--- config.mk ---
export PLATFORM = sky130hd
export DESIGN_NAME = fx_gate_ctrl
export DESIGN_NICKNAME = d
export VERILOG_FILES = /design/src/rtl/fx_gate_pkg.sv /design/src/rtl/fx_level_detect.sv /design/src/rtl/fx_gate_ctrl.sv
export SDC_FILE = /design/constraint.sdc
export NUM_CORES = 1
export LEC_CHECK = 0
export ABC_AREA = 1
export ABC_CLOCK_PERIOD_IN_PS = 7850
export CORE_MARGIN = 3
export CORE_UTILIZATION = 29
export DETAILED_ROUTE_END_ITERATION = 12
export HOLD_SLACK_MARGIN = 0.05
export PLACE_DENSITY = 0.59
export SYNTH_ARGS = -nofsm -noshare
export SYNTH_HDL_FRONTEND = slang
export SYNTH_SLANG_ARGS = --single-unit
--- constraint.sdc ---
create_clock -name clk -period 7.85 [get_ports clk]
set_input_delay 1.1775 -clock clk [delete_from_list [all_inputs] [get_ports clk]]
set_output_delay 1.1775 -clock clk [all_outputs]
set_load 0.01 [all_outputs]
--- src/rtl/fx_gate_pkg.sv ---
// fx_gate_pkg
//   Shared types and constants for the stereo noise-gate envelope controller.
//   gate_state_t : gate FSM state, encodings visible on the gate_state port.
//   GATE_UNITY   : unity gain (2^(gain_w-1)) for an unsigned Q1.(gain_w-1) word.
package fx_gate_pkg;

    typedef enum logic [2:0] {
        GATE_CLOSED  = 3'd0,
        GATE_ATTACK  = 3'd1,
        GATE_OPEN    = 3'd2,
        GATE_HOLD    = 3'd3,
        GATE_RELEASE = 3'd4
    } gate_state_t;

    function automatic int unsigned GATE_UNITY(input int unsigned gain_w);
        return 32'd1 << (gain_w - 1);
    endfunction

endpackage

--- src/rtl/fx_level_detect.sv ---
// fx_level_detect
//   Purely combinational peak-level detector for one stereo sample.
//   audio_in     : stereo samples, two's complement, [0]=L, [1]=R
//   fx_threshold : gate threshold, scaled up to the magnitude range
//   above        : max(|L|,|R|) is strictly greater than the scaled threshold
module fx_level_detect #(
    parameter int DATA_W  = 16,
    parameter int PARAM_W = 7
) (
    input  logic [1:0][DATA_W-1:0] audio_in,
    input  logic [PARAM_W-1:0]     fx_threshold,
    output logic                   above
);

    localparam int THR_SHIFT = DATA_W - 1 - PARAM_W;

    logic [DATA_W-1:0] neg;
    logic [DATA_W-2:0] mag [2];
    logic [DATA_W-2:0] level;
    logic [DATA_W-2:0] thr;

    // Magnitude as DATA_W-1 bits; the most negative code has no positive
    // counterpart and saturates to full scale.
    always_comb begin
        neg = '0;
        mag[0] = '0;
        mag[1] = '0;
        for (int unsigned ch = 0; ch < 2; ch++) begin
            if (audio_in[ch][DATA_W-1]) begin
                neg = '0 - audio_in[ch];
                if (neg[DATA_W-1]) begin
                    mag[ch] = '1;
                end else begin
                    mag[ch] = neg[DATA_W-2:0];
                end
            end else begin
                mag[ch] = audio_in[ch][DATA_W-2:0];
            end
        end
    end

    always_comb begin
        level = (mag[0] > mag[1]) ? mag[0] : mag[1];
        thr   = (DATA_W-1)'(fx_threshold) << THR_SHIFT;
        above = level > thr;
    end

endmodule

--- src/rtl/fx_gate_ctrl.sv ---
// fx_gate_ctrl
//   Envelope controller for the stereo noise gate. Each sample_en strobe
//   measures the stereo peak, runs the gate FSM and updates a ramped gain.
//   clk, reset   : clock, synchronous active-high reset
//   sample_en    : one-cycle strobe per audio sample
//   audio_in     : stereo input [0]=L, [1]=R, valid with sample_en
//   fx_threshold : gate threshold
//   fx_attack    : attack time (0 = fastest)
//   fx_release   : release time (0 = fastest)
//   gain_out     : gain word, unsigned Q1.(GAIN_W-1)
//   gain_valid   : one-cycle pulse after each sample_en
//   gate_open    : high in ATTACK, OPEN, HOLD
//   gate_state   : current gate_state_t encoding
module fx_gate_ctrl
    import fx_gate_pkg::*;
#(
    parameter int DATA_W       = 16,
    parameter int PARAM_W      = 7,
    parameter int GAIN_W       = 16,
    parameter int HOLD_SAMPLES = 64
) (
    input  logic                   clk,
    input  logic                   reset,
    input  logic                   sample_en,
    input  logic [1:0][DATA_W-1:0] audio_in,
    input  logic [PARAM_W-1:0]     fx_threshold,
    input  logic [PARAM_W-1:0]     fx_attack,
    input  logic [PARAM_W-1:0]     fx_release,
    output logic [GAIN_W-1:0]      gain_out,
    output logic                   gain_valid,
    output logic                   gate_open,
    output logic [2:0]             gate_state
);

    localparam int STEP_SHIFT = GAIN_W - PARAM_W - 5;
    localparam int CNT_W      = $clog2(HOLD_SAMPLES + 1) + 1;
    localparam logic [GAIN_W:0]  UNITY     = (GAIN_W+1)'(GATE_UNITY(GAIN_W));
    localparam logic [CNT_W-1:0] HOLD_LAST = CNT_W'(HOLD_SAMPLES);

    gate_state_t      state;
    logic [CNT_W-1:0] hold_cnt;
    logic [CNT_W-1:0] hold_nxt;
    logic             above;

    logic [PARAM_W:0] atk_span;
    logic [PARAM_W:0] rel_span;
    logic [GAIN_W:0]  atk_step;
    logic [GAIN_W:0]  rel_step;
    logic [GAIN_W:0]  gain_ext;
    logic [GAIN_W:0]  gain_sum;
    logic [GAIN_W:0]  gain_up;
    logic [GAIN_W:0]  gain_dn;

    fx_level_detect #(
        .DATA_W  (DATA_W),
        .PARAM_W (PARAM_W)
    ) u_level (
        .audio_in     (audio_in),
        .fx_threshold (fx_threshold),
        .above        (above)
    );

    // Steps span 1..2^PARAM_W before scaling, so a zero step never occurs.
    always_comb begin
        atk_span = {1'b1, {PARAM_W{1'b0}}} - {1'b0, fx_attack};
        rel_span = {1'b1, {PARAM_W{1'b0}}} - {1'b0, fx_release};
        atk_step = (GAIN_W+1)'(atk_span) << STEP_SHIFT;
        rel_step = (GAIN_W+1)'(rel_span) << STEP_SHIFT;
        gain_ext = {1'b0, gain_out};
        gain_sum = gain_ext + atk_step;
        gain_up  = (gain_sum >= UNITY) ? UNITY : gain_sum;
        gain_dn  = (gain_ext <= rel_step) ? '0 : gain_ext - rel_step;
        hold_nxt = hold_cnt + CNT_W'(1);
    end

    assign gate_state = state;

    always_ff @(posedge clk) begin
        if (reset) begin
            state      <= GATE_CLOSED;
            hold_cnt   <= '0;
            gain_out   <= '0;
            gain_valid <= 1'b0;
            gate_open  <= 1'b0;
        end else begin
            gain_valid <= sample_en;
            if (sample_en) begin
                case (state)
                    GATE_CLOSED: begin
                        if (above) begin
                            state     <= GATE_ATTACK;
                            gate_open <= 1'b1;
                            gain_out  <= gain_up[GAIN_W-1:0];
                        end
                    end
                    GATE_ATTACK: begin
                        gain_out <= gain_up[GAIN_W-1:0];
                        if (gain_up == UNITY) begin
                            state <= GATE_OPEN;
                        end
                    end
                    GATE_OPEN: begin
                        if (!above) begin
                            state    <= GATE_HOLD;
                            hold_cnt <= CNT_W'(1);
                        end
                    end
                    GATE_HOLD: begin
                        if (above) begin
                            state    <= GATE_OPEN;
                            hold_cnt <= '0;
                        end else if (hold_nxt >= HOLD_LAST) begin
                            state     <= GATE_RELEASE;
                            gate_open <= 1'b0;
                            hold_cnt  <= '0;
                        end else begin
                            hold_cnt <= hold_nxt;
                        end
                    end
                    GATE_RELEASE: begin
                        // Re-trigger ramps up from wherever the decay got to.
                        if (above) begin
                            state     <= GATE_ATTACK;
                            gate_open <= 1'b1;
                            gain_out  <= gain_up[GAIN_W-1:0];
                        end else begin
                            gain_out <= gain_dn[GAIN_W-1:0];
                            if (gain_dn == '0) begin
                                state <= GATE_CLOSED;
                            end
                        end
                    end
                    default: begin
                        state     <= GATE_CLOSED;
                        gate_open <= 1'b0;
                        hold_cnt  <= '0;
                        gain_out  <= '0;
                    end
                endcase
            end
        end
    end

endmodule
==> results.md <==
- The flow ran to the end, and the final reports show no timing, DRC or antenna violations.
- The horizontal die dimension is 134 um.
- In this run the number of H-tree levels came out at 2.
- The area of the mapped netlist is 4710 sq um.
- The detailed-placement wirelength estimate is 11200 um.
- Across the VDD grid, the largest voltage drop is 0.129 mV.
- The number of nets in the synthesized netlist is 946.
- The post-route worst hold slack is 0.465 ns.
- The count of routing violations after the opening detailed-route iteration is 287.
- During I/O placement, the number of pins put on the boundary was 77.
- The share of the Yosys chip area taken by registers is 0.123.
- The initial antenna violation count is 0.
- In the routed layout, each cell is associated on average with a via count of 4.59.
- Each instance of the synthesized netlist takes up on average 5.58 sq um.
- Yosys attributes the largest share of cell area to sky130_fd_sc_hd__nand2_1, sky130_fd_sc_hd__dfxtp_1, sky130_fd_sc_hd__ha_1.
- The share of total power dissipated in sequential elements is 0.158.
- The share of async-settable or async-resettable flops after synthesis is 0.
- The total number of vias is 5156.
- The hold buffer count at cts is 0.
- Setup violations remaining at the end of the flow were counted as 0.
- Measured against its own limit, the worst slew margin works out to 0.375.
- Across every metal layer, demand over resource in global routing totals 0.151.
- Dividing the final minimum period by the clock period gives 0.812.
- In the final timing run, aggregate negative setup slack is 0 ns.
- Counting every instance in the synthesized netlist gives 845.
- The library cell appearing most often on the critical path is sky130_fd_sc_hd__nand2_1.
- Counting instances, the worst hold path has a depth of 2.
- The count of max-cap constraint violations is 0.
- The overall power is 1.70 mW.
- Once detail routing completed, the nets flagged for antenna violations numbered 0.
- TritonCTS built the clock tree.
- Gates resized during post-CTS repair numbered 0.
- In the final layout, the share of cells above drive strength 1 is 0.0471.
- The maximum fanout along the worst path is 22.
- The final cell count without fillers is 1123.
- The total detailed-routing wirelength is 13500 um.
- The first detailed-routing pass took 5 iterations.
- 0 antenna diodes ended up in the layout.
- For this run, the top clock speed supported by timing is 157 MHz.
- The core area is 15500 sq um.
- The worst setup slack after placement is 1.21 ns.
- For this run, the post-layout net count is 1012.
- After clock tree synthesis, the clock-pin slew on the worst setup and hold paths is 0.06 ns.
- The DRC violations left is 0.
- The number of placed instances with taps included is 1115.
- Yosys mapped the design onto 46 distinct sky130hd cell types.
- The wire length per cell is 12.0 um.
- The via count of the first global-routing pass is 4666.
- STA classifies the critical path endpoint as a register.
- The time the worst path needs with I/O delays and setup is 6.38 ns.
- On the final layout, the worst clock skew is 0.0113 ns.
- Setup repair after global routing left no endpoint under its margin.
- The number of placement rows is 45.
- On the worst path, the slowest cell contributes a delay of 0.41 ns.
- Entering global routing, the biggest net connects 23 pins.
- The clock passes through at most 2 buffers.
- The die is 134 um tall.
- The data arrival time of the worst path is 6.55 ns.
- The critical path class is in -> reg.
- The congestion estimate from routability-driven global placement came to 0.877.
- The global-route wire length before repair is 22500 um.
- The type of the tightest min-delay check is reg -> reg.
- The final cell area excluding filler cells is 5790 sq um.
- Setup slack on the critical path of the routed design comes to 1.47 ns.
- The cell area after placement is 5630 sq um.
- The layout-stage area growth over the synthesis result is 22.8%.
- Cell internal power was estimated by the tool at 0.789 mW.
- The library cells used most frequently in the layout, excluding fill and tap cells, are sky130_fd_sc_hd__nand2_1, sky130_fd_sc_hd__inv_1, sky130_fd_sc_hd__nor2_1.
- The slowest stage of the critical path belongs to the cell sky130_fd_sc_hd__a21oi_2.
- Clock tree synthesis selected as its root buffer the cell sky130_fd_sc_hd__clkbuf_16.
- The die area is 17800 sq um.
- The leading register cell type out of synthesis is sky130_fd_sc_hd__dfxtp_1.
- The synthesized design spends more area on one cell type than any other, namely sky130_fd_sc_hd__nand2_1.
- The remaining global-route overflow is 0.
- Of the total power, the clock network draws 0.120.
- The initial utilization of the core area, before any placement, comes to 0.303.
- The static leakage power is 2.96 nW.
- For the pin with the worst max-slew slack, the measured transition is 0.934 ns.
- The critical path required time is 8.02 ns.
- The TritonCTS sink count is 29.
- The share of synthesized area in the top cell type comes to 0.193.
- The number of slew-limit violations in the final report was 0.
- The proportion of power drawn by combinational gates is 0.722.
- The Yosys step of the flow raised 0 warnings.
- The number of enable flip-flop cells after synthesis is 0.
- The most common cell after layout, fill and taps aside is sky130_fd_sc_hd__nand2_1.
- Synthesis inferred 29 register bits.
- Measured on the finished design, the core utilization comes to 0.373.
- The number of buffers inserted by post-CTS setup repair is 0.
- The count of buffers inserted at the top-level ports is 76.
- Summed over all nets, the switching power comes to 0.909 mW.
- For the worst flop-to-flop path, the logic depth is 21.
- STA classifies the critical path startpoint as an input pin.
- At the later pin of the worst-skew pair, clock insertion delay measures 0.28 ns.
- The clock buffer count from CTS is 5.
- The final count of hold timing violations is 0.
- Power spread over the standard cell area amounts to 293 nW/um^2.
- Of the total power, the share spent switching nets is 0.536.
-- registers in the layout, indices dropped and copies added (netlist names) --
signal / cells
gain_out: 16
hold_cnt: 8
gate_state: 3
gain_valid: 1
gate_open: 1
-- worst max-delay path, delay by kind of cell --
kind,cells,cell delay [ns]
AO/OA/AOI/OAI,7,1.31
adder cells (fa/ha/maj),3,0.86
buffers and inverters,5,0.93
AND/OR/NAND/NOR,18,2.22
-- path summary, 6_finish.rpt --
kind                                    from            end  slack [ns]
worst min-delay path             gain_out[1]    gain_out[1]        0.46
worst max-delay path            audio_in[16]      gate_open        1.47
worst max register to register   gain_out[4]  gate_state[1]        5.05
worst min register to register   gain_out[1]    gain_out[1]        0.46
-- power by group through the flow --
| stage | clock [mW] | sequential (mW) | combinational [mW] |
|---|---|---|---|
| finish | 0.203 | 0.269 | 1.23 |
| global placement | 0 | 0.273 | 1.22 |
| CTS | 0.207 | 0.269 | 1.22 |
| global route | 0.216 | 0.278 | 1.39 |
| detailed placement | 0 | 0.271 | 1.21 |
| floorplan | 0 | 0.255 | 0.887 |
-- synthesized netlist by cell type (5+ instances only) --
library cell and number:
sky130_fd_sc_hd__nand4_1 10, sky130_fd_sc_hd__nor3_1 15, sky130_fd_sc_hd__or2_2 7, sky130_fd_sc_hd__xnor2_1 8, sky130_fd_sc_hd__o21ai_1 11, sky130_fd_sc_hd__nor2_2 5
sky130_fd_sc_hd__ha_1 43, sky130_fd_sc_hd__nand3b_1 10, sky130_fd_sc_hd__xor2_1 18, sky130_fd_sc_hd__inv_1 128, sky130_fd_sc_hd__a21oi_1 35, sky130_fd_sc_hd__o21ai_0 39
sky130_fd_sc_hd__dfxtp_1 29, sky130_fd_sc_hd__nand2_2 5, sky130_fd_sc_hd__nand2_1 242, sky130_fd_sc_hd__nand3_1 70, sky130_fd_sc_hd__clkbuf_1 6, sky130_fd_sc_hd__nor2_1 116
-- kinds of logic after synthesis --
group,count (synthesis),synth area share
AND/OR/NAND/NOR,495,0.459
buffers and inverters,149,0.128
AO/OA/AOI/OAI,101,0.119
adder cells (fa/ha/maj),45,0.123
flip-flops,29,0.123
XOR/XNOR,26,0.0483
-- layer usage --
metal | part of all wire | GRT usage | up-vias
met5 | 0 | 0 | -
met4 | 0.0066 | 0.0229 | 0
met3 | 0.045 | 0.0181 | 9
met2 | 0.43 | 0.233 | 104
met1 | 0.52 | 0.229 | 2215
li1 | - | - | 2828
-- final cells by class --
class | count | area, sq um
Sequential cell | 29 | 581
Inverter | 132 | 495
Tap cell | 211 | 264
Clock buffer | 7 | 153
Multi-Input combinational cell | 667 | 3530
Timing Repair Buffer | 76 | 761
Clock inverter | 1 | 5.00
Fill cell | 1769 | 9750
Note: power is estimated with default switching activity, not from simulation.
